===== config.mk =====
export PLATFORM = sky130hd
export DESIGN_NAME = weight_updater
export DESIGN_NICKNAME = d
export VERILOG_FILES = /design/src/rtl/weight_updater_pkg.sv /design/src/rtl/weight_updater_sat_sub_cell.sv /design/src/rtl/weight_updater.sv
export SDC_FILE = /design/constraint.sdc
export NUM_CORES = 1
export LEC_CHECK = 0
export CORE_MARGIN = 4
export CORE_UTILIZATION = 39
export CTS_BUF_LIST = sky130_fd_sc_hd__clkbuf_4 sky130_fd_sc_hd__clkbuf_8
export CTS_CLUSTER_DIAMETER = 60
export DETAILED_ROUTE_END_ITERATION = 7
export MAX_ROUTING_LAYER = met4
export PLACE_DENSITY_LB_ADDON = 0.05
export SETUP_SLACK_MARGIN = 0.4
export SYNTH_ARGS = -nofsm -noshare
export SYNTH_HDL_FRONTEND = slang
export SYNTH_SLANG_ARGS = --single-unit

===== constraint.sdc =====
create_clock -name clk -period 6 [get_ports clk]
set_clock_uncertainty 0.2 [all_clocks]
set_input_delay 1.8 -clock clk [delete_from_list [all_inputs] [get_ports clk]]
set_output_delay 1.8 -clock clk [all_outputs]
set_load 0.01 [all_outputs]

===== src/rtl/weight_updater_pkg.sv =====
// -----------------------------------------------------------------------------
// weight_updater_pkg
// Shared definitions for the backprop update path: the IDLE/CALC/DONE state
// encoding (common with the outer-product block) and elaboration-time sizing
// helpers used to dimension tile counters and cell indices.
// No ports.
// -----------------------------------------------------------------------------
package weight_updater_pkg;

    typedef enum logic [1:0] {
        IDLE = 2'd0,
        CALC = 2'd1,
        DONE = 2'd2
    } state_t;

    // Bits needed to hold values 0..value-1; never less than one bit so that
    // degenerate single-tile counters still have a legal width.
    function automatic int log2(input int value);
        int result;
        result = 1;
        while ((1 << result) < value) result++;
        return result;
    endfunction

    function automatic int ceil_div(input int num, input int den);
        return (num + den - 1) / den;
    endfunction

endpackage


===== src/rtl/weight_updater_sat_sub_cell.sv =====
// -----------------------------------------------------------------------------
// sat_sub_cell
// Combinational SGD update of one matrix cell: w_new = sat(w - (g >>> LR_SHIFT)).
// Ports:
//   w      in  WEIGHT_CELL_WIDTH  current weight (signed)
//   g      in  GRAD_CELL_WIDTH    gradient (signed)
//   w_new  out WEIGHT_CELL_WIDTH  updated, clamped weight
//   sat    out 1                  clamp was applied
// -----------------------------------------------------------------------------
module sat_sub_cell #(
    parameter int GRAD_CELL_WIDTH   = 8,
    parameter int WEIGHT_CELL_WIDTH = 8,
    parameter int LR_SHIFT          = 2
) (
    input  logic signed [WEIGHT_CELL_WIDTH-1:0] w,
    input  logic signed [GRAD_CELL_WIDTH-1:0]   g,
    output logic signed [WEIGHT_CELL_WIDTH-1:0] w_new,
    output logic                                sat
);

    localparam int GW = GRAD_CELL_WIDTH;
    localparam int WW = WEIGHT_CELL_WIDTH;
    // One guard bit above the wider operand so the difference never wraps.
    localparam int EW = ((GW > WW) ? GW : WW) + 1;

    localparam logic signed [EW-1:0] MAX_V = {{(EW-WW+1){1'b0}}, {(WW-1){1'b1}}};
    localparam logic signed [EW-1:0] MIN_V = {{(EW-WW+1){1'b1}}, {(WW-1){1'b0}}};

    function automatic logic out_of_range(input logic signed [EW-1:0] x);
        return (x > MAX_V) || (x < MIN_V);
    endfunction

    function automatic logic signed [WW-1:0] saturate(input logic signed [EW-1:0] x);
        if (x > MAX_V)      return MAX_V[WW-1:0];
        else if (x < MIN_V) return MIN_V[WW-1:0];
        else                return x[WW-1:0];
    endfunction

    logic signed [GW-1:0] delta;
    logic signed [EW-1:0] diff;

    // Arithmetic shift rounds toward -inf, so small negative gradients still
    // nudge the weight upward by one LSB.
    assign delta = g >>> LR_SHIFT;
    assign diff  = EW'(w) - EW'(delta);
    assign w_new = saturate(diff);
    assign sat   = out_of_range(diff);

endmodule


===== src/rtl/weight_updater.sv =====
// -----------------------------------------------------------------------------
// weight_updater
// Applies one SGD step W_new = sat(W - (G >>> LR_SHIFT)) to a ROWS x COLS weight
// matrix, TILING_V x TILING_H cells per CALC cycle, and streams the result out.
// Ports:
//   clk, rst                         clock, synchronous active-high reset
//   gradient / _valid / _ready       flattened gradient matrix, cell (r,c) at
//                                    [(r*COLS+c)*GRAD_CELL_WIDTH +: GRAD_CELL_WIDTH]
//   weights_in / _valid / _ready     current weights, same layout
//   weights_out / _valid / _ready    updated weights, same layout
//   error                            sticky saturation flag for this transaction
// -----------------------------------------------------------------------------
module weight_updater
    import weight_updater_pkg::*;
#(
    parameter int ROWS              = 5,
    parameter int COLS              = 5,
    parameter int GRAD_CELL_WIDTH   = 8,
    parameter int WEIGHT_CELL_WIDTH = 8,
    parameter int FRACTION_WIDTH    = 4,
    parameter int LR_SHIFT          = 2,
    parameter int TILING_H          = 1,
    parameter int TILING_V          = 1
) (
    input  logic                                   clk,
    input  logic                                   rst,
    input  logic [ROWS*COLS*GRAD_CELL_WIDTH-1:0]   gradient,
    input  logic                                   gradient_valid,
    output logic                                   gradient_ready,
    input  logic [ROWS*COLS*WEIGHT_CELL_WIDTH-1:0] weights_in,
    input  logic                                   weights_in_valid,
    output logic                                   weights_in_ready,
    output logic [ROWS*COLS*WEIGHT_CELL_WIDTH-1:0] weights_out,
    output logic                                   weights_out_valid,
    input  logic                                   weights_out_ready,
    output logic                                   error
);

    localparam int GW         = GRAD_CELL_WIDTH;
    localparam int WW         = WEIGHT_CELL_WIDTH;
    localparam int CELLS      = ROWS * COLS;
    localparam int TILES_H    = ceil_div(COLS, TILING_H);
    localparam int TILES_V    = ceil_div(ROWS, TILING_V);
    localparam int TILE_CELLS = TILING_V * TILING_H;
    localparam int CH_W       = log2(TILES_H);
    localparam int CV_W       = log2(TILES_V);
    localparam int IDX_W      = log2(CELLS);

    // Both formats share the binary point, so the update needs no rescale;
    // only guard against a format with no integer bit left.
    if (FRACTION_WIDTH >= WW || FRACTION_WIDTH >= GW) begin : g_bad_fraction
        $error("FRACTION_WIDTH must leave at least one integer bit per cell");
    end

    state_t                  state;
    logic                    grad_set;
    logic                    w_set;
    logic                    out_valid;
    logic                    err_q;
    logic [CH_W-1:0]         counter_h;
    logic [CV_W-1:0]         counter_v;
    logic                    out_fire;
    logic                    any_sat;

    logic signed [GW-1:0]    grad_cell   [CELLS];
    logic signed [WW-1:0]    weight_cell [CELLS];
    logic signed [WW-1:0]    tile_new    [TILE_CELLS];
    logic [TILE_CELLS-1:0]   tile_flag;

    assign gradient_ready    = ~grad_set;
    assign weights_in_ready  = ~w_set;
    assign weights_out_valid = out_valid;
    assign error             = err_q;
    assign out_fire          = (state == DONE) && out_valid && weights_out_ready;
    assign any_sat           = |tile_flag;

    // Input/result buffers, one register set per matrix cell.
    for (genvar c = 0; c < CELLS; c++) begin : g_cell
        localparam int R = c / COLS;
        localparam int C = c % COLS;
        // Position of this cell inside whichever tile covers it.
        localparam int K = (R % TILING_V) * TILING_H + (C % TILING_H);

        logic signed [GW-1:0] g_q;
        logic signed [WW-1:0] w_q;
        logic signed [WW-1:0] res_q;
        logic                 hit;

        assign hit = (state == CALC)
                  && (counter_v == CV_W'(R / TILING_V))
                  && (counter_h == CH_W'(C / TILING_H));

        always_ff @(posedge clk) begin
            if (rst) begin
                g_q   <= '0;
                w_q   <= '0;
                res_q <= '0;
            end else begin
                if (gradient_valid && gradient_ready)
                    g_q <= gradient[c*GW +: GW];
                if (weights_in_valid && weights_in_ready)
                    w_q <= weights_in[c*WW +: WW];
                if (out_fire)
                    res_q <= '0;
                else if (hit)
                    res_q <= tile_new[K];
            end
        end

        assign grad_cell[c]            = g_q;
        assign weight_cell[c]          = w_q;
        assign weights_out[c*WW +: WW] = res_q;
    end

    // Datapath for the tile currently addressed by the counters.
    for (genvar tv = 0; tv < TILING_V; tv++) begin : g_tile_v
        for (genvar th = 0; th < TILING_H; th++) begin : g_tile_h
            localparam int K = tv * TILING_H + th;

            int               row;
            int               col;
            logic             in_range;
            logic [IDX_W-1:0] idx;
            logic             sat;

            assign row      = int'(counter_v) * TILING_V + tv;
            assign col      = int'(counter_h) * TILING_H + th;
            assign in_range = (row < ROWS) && (col < COLS);
            // Out-of-range tile slots read cell 0; their result is never
            // written and their saturation is masked below.
            assign idx      = in_range ? IDX_W'(row * COLS + col) : '0;

            sat_sub_cell #(
                .GRAD_CELL_WIDTH  (GW),
                .WEIGHT_CELL_WIDTH(WW),
                .LR_SHIFT         (LR_SHIFT)
            ) u_cell (
                .w    (weight_cell[idx]),
                .g    (grad_cell[idx]),
                .w_new(tile_new[K]),
                .sat  (sat)
            );

            assign tile_flag[K] = in_range && sat;
        end
    end

    always_ff @(posedge clk) begin
        if (rst) begin
            state     <= IDLE;
            grad_set  <= 1'b0;
            w_set     <= 1'b0;
            out_valid <= 1'b0;
            err_q     <= 1'b0;
            counter_h <= '0;
            counter_v <= '0;
        end else begin
            if (gradient_valid && gradient_ready)
                grad_set <= 1'b1;
            if (weights_in_valid && weights_in_ready)
                w_set <= 1'b1;

            case (state)
                IDLE: begin
                    if (grad_set && w_set) begin
                        state     <= CALC;
                        counter_h <= '0;
                        counter_v <= '0;
                    end
                end
                CALC: begin
                    if (any_sat)
                        err_q <= 1'b1;
                    if (counter_h == CH_W'(TILES_H - 1)) begin
                        counter_h <= '0;
                        if (counter_v == CV_W'(TILES_V - 1)) begin
                            counter_v <= '0;
                            state     <= DONE;
                        end else begin
                            counter_v <= counter_v + CV_W'(1);
                        end
                    end else begin
                        counter_h <= counter_h + CH_W'(1);
                    end
                end
                DONE: begin
                    // Valid is registered one cycle after the last tile lands.
                    if (!out_valid) begin
                        out_valid <= 1'b1;
                    end else if (weights_out_ready) begin
                        out_valid <= 1'b0;
                        err_q     <= 1'b0;
                        grad_set  <= 1'b0;
                        w_set     <= 1'b0;
                        state     <= IDLE;
                    end
                end
                default: state <= IDLE;
            endcase
        end
    end

endmodule


Yosys cells after proc, flatten, opt, wreduce, memory -nomap -nowiden

Cells that the tools add are included.
Widths: inputs -> output; s select.

Multipliers: 1
Reduce and logical (&&, ||, !) cells: 48
Eq/ne operators: 16
$add $sub $neg: 4
Bitwise operators: 3
Order comparisons: 5
Mux-type cells: 35

Operators by type and width:

| kind                | count |
|---|---|
| $bmux 8 s5          | 2 |
| $mux 8              | 6 |
| $logic_and 1x1->1   | 37 |
| $mux 1              | 13 |
| $eq 3x2->1 const B  | 4 |
| $mux 3              | 4 |
| $pmux 3 s2          | 2 |
| $mux 2              | 5 |
| $gt 9x8->1 const B  | 1 |
| $lt 9x8->1 const B  | 1 |
| $sub 8x6->9         | 1 |
| $ne 2x2->1 const B  | 4 |
| $add 3x1->3 const B | 2 |
| $eq 3x1->1 const B  | 2 |
| $eq 3x3->1 const B  | 2 |
| $ge 6x6->1 const B  | 1 |
| $logic_not 3->1     | 2 |
| $lt 3x3->1 const B  | 2 |
| $not 5->6           | 1 |
| $pmux 2 s3          | 1 |
| $add 5x3->5         | 1 |
| $mul 3x3->5 const B | 1 |
| $mux 5              | 1 |
| $reduce_and 5->1    | 1 |
| 12 further kinds    | 15 |

Input port bits: 405
Output and inout bits: 204
Register bits: 612

Logic depth before layout (Yosys ltp)

Depth after elaboration: 13
Depth in mapped cells: 22

By module

Synthesis repeated with hierarchy kept, for this count alone.

Cell total of the unflattened synthesis: 3135
Area, all modules: 25866.1 µm²

By module, submodules not included:

| module         | cells each | times used | area an instance (µm²) |
|---|---|---|---|
| weight_updater | 3078       | 1          | 25434.4 |
| sat_sub_cell   | 57         | 1          | 431.7 |

Least setup slack after synthesis

OpenSTA, ideal clock, no wires.

Path kind: reg2reg
Start: register counter_v[2]
End: register g_cell[12].res_q[6]
Data required time: 5.704 ns
Slack: 0.645 ns
Setup time: 0.096 ns
Cell stages (with the launch flop): 20
Arrival time: 5.060 ns
Buffers on the path: 3
Path through: dfxtp_1 ha_1 ha_1 inv_1 fa_1 buf_2 buf_2 nor2b_1 a21oi_1 o22ai_1 o31ai_1 a32o_1 ha_1 fa_1 nand2b_1 a211oi_4 o2bb2ai_4 o31a_4 buf_6 o41ai_2

Longest elaborated chain between the ends: 11
Elaborated cells between the ends (all ways): 20
Those cells by class: add/sub: 2; mul: 1; order compare: 3; eq/ne: 1; mux: 9; bitwise: 1; reduce/logical: 3

Ends and longest elaborated chain:

| item                                                    | RTL line                                     | RTL |
|---|---|---|
| from (decl)                                             | weight_updater.sv:61                         | `logic [CV_W-1:0] counter_v;` |
| from (signal assigned)                                  | weight_updater.sv:180                        | `counter_v <= counter_v + CV_W'(1);` |
| $mul 3x3->5 / $lt 3x3->1 (equally long branches)        | weight_updater.sv:131, weight_updater.sv:128 |  |
| $add 5x3->5 / $logic_and 1x1->1 (equally long branches) | weight_updater.sv:131, weight_updater.sv:128 |  |
| $mux 5                                                  | weight_updater.sv:131                        | `assign idx = in_range ? IDX_W'(row * COLS + col) : '0;` |
| $not 5->6 (not written as such)                         | weight_updater.sv:138, weight_updater.sv:139 |  |
| $bmux 8 s5, on equally long branches                    | weight_updater.sv:138, weight_updater.sv:139 |  |
| $mux 8, on equally long branches (2 in a row)           | weight_updater.sv:138, weight_updater.sv:139 |  |
| $sub 8x6->9                                             | weight_updater_sat_sub_cell.sv:45            | `assign diff = EW'(w) - EW'(delta);` |
| $lt 9x8->1                                              | weight_updater_sat_sub_cell.sv:35            | `else if (x < MIN_V) return MIN_V[WW-1:0];` |
| $mux 8                                                  | weight_updater_sat_sub_cell.sv:35            |  |
| $mux 8                                                  | weight_updater_sat_sub_cell.sv:34            | `if (x > MAX_V) return MAX_V[WW-1:0];` |
| to (signal assigned)                                    | weight_updater.sv:106                        | `res_q <= tile_new[K];` |
| to (decl)                                               | weight_updater.sv:86                         | `logic signed [WW-1:0] res_q;` |

Several ways; a longest one is shown, not always the timed one. The select of a mux whose other input is x is not followed.
A chain may end at the register's enable or synchronous reset.

Worst setup path in the final report

Start: register counter_v[0]
End: register g_cell[8].res_q[0]

Longest elaborated chain between the ends: 11
Elaborated cells between the ends (all ways): 20
Those cells by class: add/sub: 2; mul: 1; order compare: 3; eq/ne: 1; mux: 9; bitwise: 1; reduce/logical: 3

Ends and longest elaborated chain:

| item                                                    | RTL line |
|---|---|
| $mul 3x3->5 / $lt 3x3->1 (equally long branches)        | weight_updater.sv:131, weight_updater.sv:128 |
| $add 5x3->5 / $logic_and 1x1->1 (equally long branches) | weight_updater.sv:131, weight_updater.sv:128 |
| $mux 5                                                  | weight_updater.sv:131 |
| $not 5->6 (not written as such)                         | weight_updater.sv:138, weight_updater.sv:139 |
| $bmux 8 s5, on equally long branches                    | weight_updater.sv:138, weight_updater.sv:139 |
| $mux 8, on equally long branches (2 in a row)           | weight_updater.sv:138, weight_updater.sv:139 |
| $sub 8x6->9                                             | weight_updater_sat_sub_cell.sv:45 |
| $lt 9x8->1                                              | weight_updater_sat_sub_cell.sv:35 |
| $mux 8                                                  | weight_updater_sat_sub_cell.sv:35 |
| $mux 8                                                  | weight_updater_sat_sub_cell.sv:34 |
| to (signal assigned)                                    | weight_updater.sv:106 |
| to (decl)                                               | weight_updater.sv:86 |

Several ways; a longest one is shown, not always the timed one. The select of a mux whose other input is x is not followed.

==> parameters.txt <==
Parameter                              Value

Outcome
  Outcome ... finished, final reports clean

Timing
  Relative max-transition margin ... 28.1%
  Time the final worst path needs with I/O delays and setup ... around 5.5 ns
  Worst Max-Slew Pin Slew ... 1.08 ns
  Final Max Tran Viols ... 0
  Maximum clock rate ... 182 MHz
  Hold violation total from the final report ... 0
  Total setup violations reported at the end of the flow ... 0
  Fin crit share ... approximately 92%
  RSZ-0062 raised after global routing ... yes
  Setup tns final ... 0 ns

Worst setup path
  Crit-path max FO ... 9
  Cell family with the largest share of critical-path delay ... adder cells
  Capturing element type of the critical path ... flip-flop
  CP Class ... reg2reg
  Most frequent cell on the critical path ... sky130_fd_sc_hd__buf_12
  Kind of start point of the critical path ... flip-flop
  Max stage delay cell, worst path ... sky130_fd_sc_hd__fa_4
  Critical path data required time ... approximately 6.4 ns
  Worst path cell trace ... buf_6, ha_4, ha_2, inv_1, fa_4, buf_12, buf_12, buf_12, mux4_2, o22ai_1, nand3_1, a31oi_1, ha_1, or2_1, a31oi_4, a22o_1, or2_4, buf_6, o21ai_4, buf_12, clkbuf_16, a32o_1
  Data arrival time of the critical path ... roughly 5.9 ns
  Largest stage delay, worst path ... 0.88 ns
  Buffers plus inverters on the worst setup path ... 8

Synth
  Most common cell in the netlist ... sky130_fd_sc_hd__nand2_1
  Cells after synthesis ... 2824
  Main area contributors after synthesis ... sky130_fd_sc_hd__dfxtp_1 (48%), sky130_fd_sc_hd__nand2_1 (13%), sky130_fd_sc_hd__a21oi_1 (10%), sky130_fd_sc_hd__a32o_1 (3.0%), sky130_fd_sc_hd__clkbuf_1 (2.7%)
  Top cells by instance count after synthesis ... sky130_fd_sc_hd__nand2_1 (793), sky130_fd_sc_hd__dfxtp_1 (562), sky130_fd_sc_hd__a21oi_1 (481)
  Number of enable flip-flop cells after synthesis ... 0
  Syn Area/Cell ... just over 8 um^2
  Register bit total from synthesis ... roughly 560
  Nets in the synthesized netlist ... between 3000 and 4000
  Fraction of registers with async set or reset after synthesis ... 0%
  Netlist Area Pre-Place ... about 23000 um^2
  Count of unique library cells instantiated by Yosys ... between 50 and 60
  Post-synthesis cell type with the largest combined area ... sky130_fd_sc_hd__dfxtp_1
  Sequential share of the synthesized area ... 48.0%
  Share of the synthesized area in the top cell type ... between 40% and 50%
  Most used flip-flop cell after synthesis ... sky130_fd_sc_hd__dfxtp_1
  Number of warning messages in the yosys log ... 0

Pwr
  P per Cell Area ... 298 nW/um^2
  Max VDD drop ... 0.000234 V
  Final Total Pwr ... about 9.8 mW
  Leakage power summed over all cells ... roughly 12 nW

Detailed routing
  Ratio of routed vias to standard cells ... around 5.5
  Total vias in the final route ... about 23000
  Number of remaining DRC errors ... 0
  Final WL ... a little over 90000 um
  Average wire per cell in the routed design ... between 20 and 25 um
  Post-route ant nets ... 0
  Total iterations of the first detailed-routing run ... 6
  Number of DRC markers in iteration 0 ... ~1600

Place
  Count of port buffers added during placement ... around 560
  Instance area after placement ... roughly 30000 um^2
  Number of placed instances, taps included ... around 4000
  Gpl congestion ... a little under 0.9
  Half-perimeter wire length of the detailed placement result ... 66900 um

Final layout
  P&R area growth vs syn ... 40.0%
  Finished Layout Cells ... roughly 4200
  Summed area of non-filler cells in the final layout ... 32800 um^2
  Fin util ... 55.4%
  Filler Cell Count ... between 5000 and 6000
  Flip-flop and latch area ... about 11000 um^2
  Share of layout cells above drive strength 1 ... between 10% and 20%
  Net count, final ... 3802
  Multi-input combinational cell area ... approximately 12000 um^2

Floorplan
  Horiz. Die Dim ... roughly 250 um
  Die Footprint ... 64100 um^2
  Initial core utilization ... between 30 and 40%
  Row cnt ... between 80 and 90
  Core Region ... about 60000 um^2
  Overall die height ... 253 um
  Count of pins on the block boundary ... between 600 and 700

Clocking
  Number of buffers inserted by hold repair at cts ... 0
  TritonCTS Sinks ... 562
  CTS Buffer Depth ... 3
  Total clock buffers created by CTS ... 95
  CTS HTree Levels ... 3
  Clock-pin slew on the worst setup and hold paths ... about 0.06 ns
  Clock insertion delay at the later pin of the skew report ... approximately 0.70 ns
  CTS tree ... done
  Clock tree root driver cell ... sky130_fd_sc_hd__clkbuf_8

Worst hold path
  Path type of the worst min-delay path ... reg2reg

GRT
  Global Route Usage Sum ... 28.3%
  Pin count of the biggest net entering global routing ... about 210
  Global route overflow ... 0
  First-pass GRT wire length ... roughly 140000 um
  Vias in the first global route ... approximately 23000
  Initial antenna violation count ... 15

Job
  # Max-Cap Violations ... 0
-- through the flow --
step                hold slack, ns  setup WS, ns
finish                       0.251         0.494
global route                 0.269         0.317
CTS                          0.251         0.401
detailed placement           0.242        0.0458
global placement             0.240         0.148
floorplan                    0.232         0.645
-- registers in the layout, summed over array words and instances (netlist names) --
register / count
counter_h: 3
counter_v: 3
g_cell.g_q: 150
state: 2
error: 1
g_cell.w_q: 200
g_cell.res_q: 200
grad_set: 1
weights_out_valid: 1
w_set: 1
-- cell type report --
cell class | instances | area share [%]
multi-input cells | 2028 | 35.7
flip-flops and latches | 562 | 34.3
repair buffers | 666 | 20.6
clock buffers | 151 | 5.76
well taps | 773 | 2.95
clock inverters | 19 | 0.465
inverters | 16 | 0.183
diodes | 12 | 0.0915
-- cells by family after synthesis --
logic type,share of synthesized area [%]
buffers and inverters,3.99
DFF,48.0
muxes,5.21
adders and majority gates,1.56
AOI/OAI and AO/OA,22.9
and+or+nand+nor,18.1
xor gates and xnor gates,0.262
-- worst min-delay path: cells and delay by family, from the launching register on --
| family | cells | cell delay [ns] |
|---|---|---|
| compound gates | 1 | 0.05 |
| flops | 1 | 0.30 |
| simple gates | 1 | 0.05 |
-- power breakdown --
group	internal, mW	switching (mW)
combinational	0.912	1.25
sequential	3.88	0.0761
clock	2.05	1.61
-- final timing paths --
| check | from | cells after the start | end | slack [ns] |
|---|---|---|---|---|
| hold reg to reg | g_cell[23].g_q[3]$_SDFFE_PP0P_ | 2 | g_cell[23].g_q[3]$_SDFFE_PP0P_ | 0.25 |
| hold / removal | g_cell[23].g_q[3]$_SDFFE_PP0P_ | 2 | g_cell[23].g_q[3]$_SDFFE_PP0P_ | 0.25 |
| setup / recovery | counter_v[0]$_SDFFE_PP0P_ | 22 | g_cell[8].res_q[0]$_SDFFE_PP0P_ | 0.49 |
| setup reg to reg | counter_v[0]$_SDFFE_PP0P_ | 22 | g_cell[8].res_q[0]$_SDFFE_PP0P_ | 0.49 |
-- metal layers --
metal	share of wire (%)	GRT usage [%]	up-vias	routed length (um)
met5	0	-	-	0
met4	3.7	10.3	0	3440
met3	5.4	4.58	167	4970
met2	50	47.3	809	45800
met1	41	34.7	11100	38300
li1	-	-	11000	-
-- placed cells by master (no fill, tap or decap), types with 24 or more instances in the layout --
master | Yosys | layout
sky130_fd_sc_hd__nand2_1 | 793 | 791
sky130_fd_sc_hd__dfxtp_1 | 562 | 561
sky130_fd_sc_hd__clkdlybuf4s50_1 | 0 | 557
sky130_fd_sc_hd__a21oi_1 | 481 | 479
sky130_fd_sc_hd__nor2_1 | 126 | 121
sky130_fd_sc_hd__clkbuf_8 | 0 | 121
sky130_fd_sc_hd__buf_4 | 0 | 74
sky130_fd_sc_hd__o21ai_0 | 79 | 73
sky130_fd_sc_hd__a32o_1 | 70 | 70
sky130_fd_sc_hd__nand3_1 | 41 | 41
sky130_fd_sc_hd__mux2i_1 | 41 | 41
sky130_fd_sc_hd__a211oi_1 | 43 | 41
sky130_fd_sc_hd__a22o_1 | 35 | 35
sky130_fd_sc_hd__clkbuf_4 | 0 | 30
sky130_fd_sc_hd__mux4_2 | 24 | 24
sky130_fd_sc_hd__mux2_2 | 24 | 24
-- what timing repair did --
item,in CTS,in global routing
gates resized for setup,29,55
setup buffers,5,14
pin swaps,10,26
endpoints found under the setup margin,201,175
gates cloned,1,4
(Power assumes the default switching activity.)
